### config.mk
export PLATFORM = sky130hd
export DESIGN_NAME = lcd_string_refresher
export DESIGN_NICKNAME = d
export VERILOG_FILES = /design/src/rtl/lcd_pkg.sv /design/src/rtl/lcd_bus_writer.sv /design/src/rtl/lcd_string_refresher.sv
export SDC_FILE = /design/constraint.sdc
export NUM_CORES = 1
export LEC_CHECK = 0
export BUFFER_PORTS_ARGS = -buffer_cell sky130_fd_sc_hd__buf_2
export CAP_MARGIN = 20
export CORE_AREA = 4 4 84 118
export DETAILED_ROUTE_END_ITERATION = 10
export DIE_AREA = 0 0 88 122
export PLACE_DENSITY_LB_ADDON = 0.12
export SYNTH_ARGS = -nofsm -noshare
export SYNTH_HDL_FRONTEND = slang
export SYNTH_SLANG_ARGS = --single-unit
### constraint.sdc
create_clock -name iCLK -period 2.2 [get_ports iCLK]
set_input_delay 0.22 -clock iCLK [delete_from_list [all_inputs] [get_ports iCLK]]
set_output_delay 0.22 -clock iCLK [all_outputs]
set_load 0.01 [all_outputs]
### src/rtl/lcd_pkg.sv
// Shared definitions for the LCD string refresher: HD44780 command bytes,
// the main sequencer state encoding, the bus-writer phase encoding and the
// power-on init command table.
package lcd_pkg;

  localparam logic [7:0] LCD_FUNC_8BIT_2L = 8'h38;
  localparam logic [7:0] LCD_DISP_ON      = 8'h0C;
  localparam logic [7:0] LCD_CLEAR        = 8'h01;
  localparam logic [7:0] LCD_ENTRY_INC    = 8'h06;
  localparam logic [7:0] LCD_LINE1        = 8'h80;
  localparam logic [7:0] LCD_LINE2        = 8'hC0;

  typedef enum logic [2:0] {
    ST_PWRUP,
    ST_INIT,
    ST_ADDR1,
    ST_LINE1,
    ST_ADDR2,
    ST_LINE2,
    ST_IDLE
  } main_state_e;

  typedef enum logic [1:0] {
    BW_IDLE,
    BW_SETUP,
    BW_EN,
    BW_WAIT
  } bw_phase_e;

  // Init commands in the order the panel expects them.
  function automatic logic [7:0] init_cmd(input logic [1:0] sel);
    logic [7:0] cmd;
    case (sel)
      2'd0:    cmd = LCD_FUNC_8BIT_2L;
      2'd1:    cmd = LCD_DISP_ON;
      2'd2:    cmd = LCD_CLEAR;
      default: cmd = LCD_ENTRY_INC;
    endcase
    return cmd;
  endfunction

endpackage

### src/rtl/lcd_bus_writer.sv
// Single LCD bus transfer: one setup cycle, EN_CYC cycles of EN high, then a
// post-transfer wait (CLR_CYC when long_wait, else WAIT_CYC). done is high in
// the last wait cycle; a start seen in that cycle launches the next setup on
// the following cycle, so transfers can run back to back.
// Ports: iCLK/iRST_N clock and async active-low reset; start/rs/data/long_wait
// request a transfer; done marks its end; lcd_data/lcd_rs/lcd_en drive pins.
module lcd_bus_writer
  import lcd_pkg::*;
#(
  parameter int unsigned EN_CYC   = 25,
  parameter int unsigned WAIT_CYC = 2000,
  parameter int unsigned CLR_CYC  = 82000
) (
  input  logic       iCLK,
  input  logic       iRST_N,
  input  logic       start,
  input  logic       rs,
  input  logic [7:0] data,
  input  logic       long_wait,
  output logic       done,
  output logic [7:0] lcd_data,
  output logic       lcd_rs,
  output logic       lcd_en
);

  localparam int unsigned MAX_AB = (EN_CYC > WAIT_CYC) ? EN_CYC : WAIT_CYC;
  localparam int unsigned MAX_C  = (MAX_AB > CLR_CYC) ? MAX_AB : CLR_CYC;
  localparam int CW = $clog2(MAX_C + 1);

  bw_phase_e     phase_q, phase_d;
  logic [CW-1:0] cnt_q, cnt_d;
  logic [7:0]    data_q, data_d;
  logic          rs_q, rs_d;
  logic          long_q, long_d;
  logic          en_q, en_d;

  always_ff @(posedge iCLK or negedge iRST_N) begin
    if (!iRST_N) begin
      phase_q <= BW_IDLE;
      cnt_q   <= '0;
      data_q  <= 8'h00;
      rs_q    <= 1'b0;
      long_q  <= 1'b0;
      en_q    <= 1'b0;
    end else begin
      phase_q <= phase_d;
      cnt_q   <= cnt_d;
      data_q  <= data_d;
      rs_q    <= rs_d;
      long_q  <= long_d;
      en_q    <= en_d;
    end
  end

  always_comb begin
    phase_d = phase_q;
    cnt_d   = cnt_q;
    data_d  = data_q;
    rs_d    = rs_q;
    long_d  = long_q;
    en_d    = en_q;
    done    = 1'b0;
    case (phase_q)
      BW_SETUP: begin
        phase_d = BW_EN;
        cnt_d   = CW'(EN_CYC - 1);
        en_d    = 1'b1;
      end
      BW_EN: begin
        if (cnt_q == '0) begin
          en_d    = 1'b0;
          phase_d = BW_WAIT;
          cnt_d   = long_q ? CW'(CLR_CYC - 1) : CW'(WAIT_CYC - 1);
        end else begin
          cnt_d = cnt_q - 1'b1;
        end
      end
      BW_WAIT: begin
        if (cnt_q == '0) begin
          done    = 1'b1;
          phase_d = BW_IDLE;
        end else begin
          cnt_d = cnt_q - 1'b1;
        end
      end
      default: ;
    endcase
    // Data/RS only change when a new transfer is accepted, so they stay
    // stable from setup through the end of the wait.
    if (start && (phase_q == BW_IDLE || done)) begin
      phase_d = BW_SETUP;
      data_d  = data;
      rs_d    = rs;
      long_d  = long_wait;
    end
  end

  assign lcd_data = data_q;
  assign lcd_rs   = rs_q;
  assign lcd_en   = en_q;

endmodule

### src/rtl/lcd_string_refresher.sv
// Powers up and initialises a 16x2 HD44780-class LCD in 8-bit mode, then paints
// both lines from the combinational string lookup, repainting whenever the
// feeder state code changes or a refresh is requested.
// Ports: iCLK/iRST_N clock and async active-low reset; iSTATE_CODE feeder
// state; iREFRESH refresh request; oINDEX/iCHAR string lookup handshake;
// LCD_DATA/LCD_RS/LCD_RW/LCD_EN panel pins; oBUSY init/paint in progress;
// oDONE one-cycle pulse at the end of each full paint.
module lcd_string_refresher
  import lcd_pkg::*;
#(
  parameter int unsigned PWRUP_CYC = 750000,
  parameter int unsigned EN_CYC    = 25,
  parameter int unsigned WAIT_CYC  = 2000,
  parameter int unsigned CLR_CYC   = 82000
) (
  input  logic       iCLK,
  input  logic       iRST_N,
  input  logic [4:0] iSTATE_CODE,
  input  logic       iREFRESH,
  output logic [4:0] oINDEX,
  input  logic [7:0] iCHAR,
  output logic [7:0] LCD_DATA,
  output logic       LCD_RS,
  output logic       LCD_RW,
  output logic       LCD_EN,
  output logic       oBUSY,
  output logic       oDONE
);

  localparam int PW = $clog2(PWRUP_CYC + 1);

  main_state_e   state_q, state_d;
  logic [PW-1:0] pwr_cnt_q, pwr_cnt_d;
  logic [1:0]    init_q, init_d;
  logic [4:0]    idx_q, idx_d;
  logic [4:0]    code_q, code_d;
  logic          inflight_q, inflight_d;
  logic          tail_q, tail_d;
  logic          pend_q, pend_d;
  logic          busy_q, busy_d;
  logic          done_q, done_d;

  logic          start, wr_rs, wr_long, wr_done, ready;
  logic [7:0]    wr_data;

  lcd_bus_writer #(
    .EN_CYC  (EN_CYC),
    .WAIT_CYC(WAIT_CYC),
    .CLR_CYC (CLR_CYC)
  ) u_writer (
    .iCLK     (iCLK),
    .iRST_N   (iRST_N),
    .start    (start),
    .rs       (wr_rs),
    .data     (wr_data),
    .long_wait(wr_long),
    .done     (wr_done),
    .lcd_data (LCD_DATA),
    .lcd_rs   (LCD_RS),
    .lcd_en   (LCD_EN)
  );

  // Writer can take a new transfer when nothing is in flight or in the
  // cycle the current one finishes.
  assign ready = !inflight_q || wr_done;

  always_ff @(posedge iCLK or negedge iRST_N) begin
    if (!iRST_N) begin
      state_q    <= ST_PWRUP;
      pwr_cnt_q  <= PW'(PWRUP_CYC - 1);
      init_q     <= 2'd0;
      idx_q      <= 5'd0;
      code_q     <= 5'd0;
      inflight_q <= 1'b0;
      tail_q     <= 1'b0;
      pend_q     <= 1'b1;
      busy_q     <= 1'b1;
      done_q     <= 1'b0;
    end else begin
      state_q    <= state_d;
      pwr_cnt_q  <= pwr_cnt_d;
      init_q     <= init_d;
      idx_q      <= idx_d;
      code_q     <= code_d;
      inflight_q <= inflight_d;
      tail_q     <= tail_d;
      pend_q     <= pend_d;
      busy_q     <= busy_d;
      done_q     <= done_d;
    end
  end

  always_comb begin
    state_d    = state_q;
    pwr_cnt_d  = pwr_cnt_q;
    init_d     = init_q;
    idx_d      = idx_q;
    code_d     = code_q;
    tail_d     = tail_q;
    busy_d     = busy_q;
    done_d     = 1'b0;
    start      = 1'b0;
    wr_rs      = 1'b0;
    wr_data    = 8'h00;
    wr_long    = 1'b0;
    inflight_d = inflight_q && !wr_done;
    pend_d     = pend_q || iREFRESH || (iSTATE_CODE != code_q);
    case (state_q)
      ST_PWRUP: begin
        if (pwr_cnt_q == '0) state_d = ST_INIT;
        else                 pwr_cnt_d = pwr_cnt_q - 1'b1;
      end
      ST_INIT: begin
        wr_data = init_cmd(init_q);
        wr_long = (wr_data == LCD_CLEAR);
        if (ready) begin
          start  = 1'b1;
          init_d = init_q + 2'd1;
          // Every paint, including the first, consumes the pending flag and
          // snapshots the state code as it heads into ADDR1.
          if (init_q == 2'd3) begin
            state_d = ST_ADDR1;
            pend_d  = iREFRESH;
            code_d  = iSTATE_CODE;
          end
        end
      end
      ST_ADDR1: begin
        wr_data = LCD_LINE1;
        if (ready) begin
          start   = 1'b1;
          idx_d   = 5'h00;
          state_d = ST_LINE1;
        end
      end
      ST_LINE1: begin
        wr_rs   = 1'b1;
        wr_data = iCHAR;
        // oINDEX advances as each character launches, so the next lookup has
        // the whole transfer time to settle.
        if (ready) begin
          start = 1'b1;
          if (idx_q[3:0] == 4'hF) begin
            idx_d   = 5'h10;
            state_d = ST_ADDR2;
          end else begin
            idx_d = idx_q + 5'd1;
          end
        end
      end
      ST_ADDR2: begin
        wr_data = LCD_LINE2;
        if (ready) begin
          start   = 1'b1;
          state_d = ST_LINE2;
        end
      end
      ST_LINE2: begin
        wr_rs   = 1'b1;
        wr_data = iCHAR;
        // tail_q: last character launched, waiting for it to finish.
        if (!tail_q) begin
          if (ready) begin
            start = 1'b1;
            if (idx_q[3:0] == 4'hF) tail_d = 1'b1;
            else                    idx_d  = idx_q + 5'd1;
          end
        end else if (wr_done) begin
          tail_d  = 1'b0;
          done_d  = 1'b1;
          busy_d  = 1'b0;
          state_d = ST_IDLE;
        end
      end
      ST_IDLE: begin
        if (pend_q) begin
          pend_d  = iREFRESH;
          code_d  = iSTATE_CODE;
          busy_d  = 1'b1;
          state_d = ST_ADDR1;
        end
      end
      default: state_d = ST_PWRUP;
    endcase
    if (start) inflight_d = 1'b1;
  end

  assign oINDEX = idx_q;
  assign LCD_RW = 1'b0;
  assign oBUSY  = busy_q;
  assign oDONE  = done_q;

endmodule
==> impl_summary.txt <==
----------------------------------------------------
[STA]
  Worst slew slack as a fraction of its limit ... 57.3%
  Unrepaired setup endpoints after global routing ... yes
  Share of the cycle needed by the critical path after routing ... 100%
  Smallest setup slack after layout ... -0.00435 ns
  Slew Limit Fails ... 0
  Period minus WS final ... 2.20 ns
  Final clock skew ... approximately 0.006 ns
  Setup Viol. Count Final ... 5
  Top achievable clock speed ... 454 MHz
  Total count of hold-check failures in the final report ... 0
  Slew of the pin with the lowest slew margin ... 0.638 ns

[Yosys]
  Area share of the largest cell type after synthesis ... a little over a third
  Number of enable-type register cells in the synthesized netlist ... 0
  Cell type with the highest aggregate area in the netlist ... dfrtp_1
  Avg Inst Size Synth ... 9.78 um2
  Number of distinct library cells after synthesis ... 63
  Yosys synthesis warning count ... 0
  Synthesized cell area ... between 3000 and 4000 um2
  Main flop type after synthesis ... dfrtp_1
  #FFs+latches synth ... 70
  Proportion of register bits with asynchronous set or reset after synthesis ... between 90% and 100%
  Cells after Synth ... 401
  Portion of the post-synthesis area used by sequential elements ... 45.1%
  Most area-consuming cells after synthesis ... dfrtp_1 35%, dfstp_2 10%, ha_1 4.8%, xnor2_1 4.0%, nor2_1 3.4%
  Post-Syn Nets ... 432

[Cells and area]
  Util after Layout ... 56.4%
  Number of nets in the finished design ... between 500 and 600
  Area growth, synth to finish ... 27.7%
  ANT cells ... 0
  Share of post-route cells with drive strength above 1 ... between 30% and 40%
  Most frequent cells in the layout ... 55 x dfrtp_1, 55 x buf_4, 34 x nor2_1
  Post-Layout Inst Area ... 5010 um2

[Pwr]
  Leakage power figure ... around 2.1 nW
  Areal power density over the cells ... 582 nW/um2
  Maximum VDD drop ... 0.000479 V

[CTS]
  Clock buffer depth ... 2
  Root buffer selected by CTS ... clkbuf_16
  Number of sinks driven by the clock tree ... 70
  CTS tree ... done
  Cts bufs inserted ... 9
  Depth of the CTS H-tree ... 3
  Clock network latency to the later pin of the worst-skew pair ... between 0.3 and 0.4 ns
  Clock slew at reported path FFs ... 0.05 ns

[Drt]
  Routed wirelength normalized by instance count ... 16.4 um
  Violation count after the first detailed-routing iteration ... about 130
  Remaining number of nets flagged by the antenna check after routing ... 0
  Post-route DRC violation count ... 0
  Number of vias after detailed routing ... 3457
  Wire length after detailed routing ... 9880 um
  Number of vias per cell after detailed routing ... between 5 and 6
  First-pass DRT Iterations ... 4

[Placement]
  Placer congestion estimate ... 0.856
  Area after detailed placement ... about 4600 um2
  # port buffers ... 32
  Detailed placement HPWL ... 7360 um

[Status]
  Violations in the final reports ... setup timing
  Run status ... finished, violations left

[Critical path]
  Data arrival time of the critical path ... between 2 and 2.5 ns
  Type of the setup path with the least slack ... reg -> reg
  Crit path max fanout ... 6
  Data required time of the critical path ... ~2.4 ns
  Kind of end point of the critical path ... flop
  Startpoint kind of the worst setup timing path ... flop

[Die]
  Core area ... 8870 um2
  Number of top-level design ports ... 34
  Die Ht ... roughly 120 um
  Initial standard-cell utilization of the core ... 44.2%
  Area of the die ... 10700 um2
  Standard-cell rows ... between 40 and 50
  DIE WIDTH ... 88 um

[GRT]
  Aggregate global-route resource usage ... 20.2%
  Number of global-route vias before repair ... 3512
  Number of antenna violations at the first check in global routing ... 0
  Wire length of the first global-routing pass ... 16800 um
  Overall overflow remaining after global route ... 0
  Maximum number of pins on one net before global-route repair ... 71

[Min path]
  Class of the worst hold path ... in -> reg

[Job]
  # Max-Cap Violations ... 0

----------------------------------------------------
==> kinds of logic (layout without fill, tap and decap cells) <==
group / after synthesis / in the layout / share of synthesized area, %
buffers and inverters: 32 / 127 / 3.29
adders and majority gates: 15 / 15 / 4.79
AOI/OAI and AO/OA: 100 / 100 / 18.1
other: 1 / 1 / 0.0956
xor gates and xnor gates: 28 / 28 / 6.25
muxes: 12 / 12 / 3.35
DFF: 70 / 70 / 45.2
and+or+nand+nor: 143 / 143 / 19.0
==> stage by stage <==
stage | total power (W) | cells | TNS, ns | setup slack (ns) | hold WS [ns]
after global placement | 0.00138 | 584 | -0.485 | -0.0687 | 0.277
after floorplan | 0.00133 | 401 | -0.190 | -0.0288 | -0.0756
after global routing | 0.00302 | 603 | -0.355 | -0.0623 | 0.133
after CTS | 0.00296 | 601 | -0.0948 | -0.0216 | 0.123
final | 0.00292 | 603 | -0.0154 | -0.00435 | 0.134
after detailed placement | 0.00138 | 584 | -0.478 | -0.0511 | 0.276
==> cell usage after synthesis, types with 5 or more instances <==
library cell  number
dfrtp_1           55
nor2_1            35
nand2_1           25
inv_1             20
a21oi_1           19
o21ai_0           19
nor3_1            18
xnor2_1           18
nand3_1           16
dfstp_2           15
ha_1              15
xor2_1            10
mux2_2             9
clkbuf_1           7
a22oi_1            6
nand4_1            6
nor4_1             6
or3_1              6
or4_1              6
a31oi_1            5
o41ai_1            5
==> state kept, by name (all words and copies together) (netlist names) <==
signal and cells:
u_writer.long_q 1, u_writer.lcd_en 1, u_writer.lcd_data 8, pwr_cnt_q 20, pend_q 1, init_q 2
code_q 5, oBUSY 1, oDONE 1, oINDEX 5, u_writer.cnt_q 17, tail_q 1
u_writer.phase_q 2, u_writer.lcd_rs 1, inflight_q 1, state_q 3
==> repair_timing <==
item	4_1_cts	5_1_grt
resized for setup	2	12
endpoints found under the setup margin	18	28
hold buffers	1	0
pin swaps	1	5
endpoints found under the hold margin	55	0
buffers inserted	0	2
==> critical path, stage by stage, from the launching register on <==
cell and delay [ns]:
dfrtp_1 0.37, or4_4 0.55, or3_4 0.43, o21ai_4 0.25, a31oi_4 0.17, mux2_2 0.31
==> power breakdown <==
part | internal, W | switching (W)
logic | 0.0000221 | 0.0000358
registers | 0.00129 | 0.00000290
clock network | 0.00102 | 0.000543
total | 0.00233 | 0.000582
==> routing by layer <==
metal	share of wire (%)	routed length [um]	track usage, %
met5	0	0	0
met1	39	3830	22.9
met4	4.4	437	13.9
met2	54	5300	34.2
met3	3.2	313	3.18
==> path summary, 6_finish.rpt <==
| path | startpoint | endpoint | slack [ns] | cells past startpoint |
|---|---|---|---|---|
| min | iREFRESH | pend_q | 0.13 | 2 |
| min in group asynchronous | iRST_N | u_writer.cnt_q[0] | 0.42 | 3 |
| max in group asynchronous | iRST_N | pwr_cnt_q[12] | 1.40 | 3 |
| min reg2reg | oBUSY | oBUSY | 0.48 | 2 |
| max reg2reg | u_writer.cnt_q[6] | code_q[1] | -0.004 | 5 |
| max | u_writer.cnt_q[6] | code_q[1] | -0.004 | 5 |
==> cell type report <==
type | instances | area (um2)
Sequential cell | 70 | 1770
Inverter | 20 | 75.1
Clock inverter | 6 | 85.1
Clock buffer | 10 | 239
Timing Repair Buffer | 91 | 626
Fill cell | 796 | 3870
Multi-Input combinational cell | 299 | 2080
Tap cell | 107 | 134
Note: power is estimated with default switching activity, not from simulation.
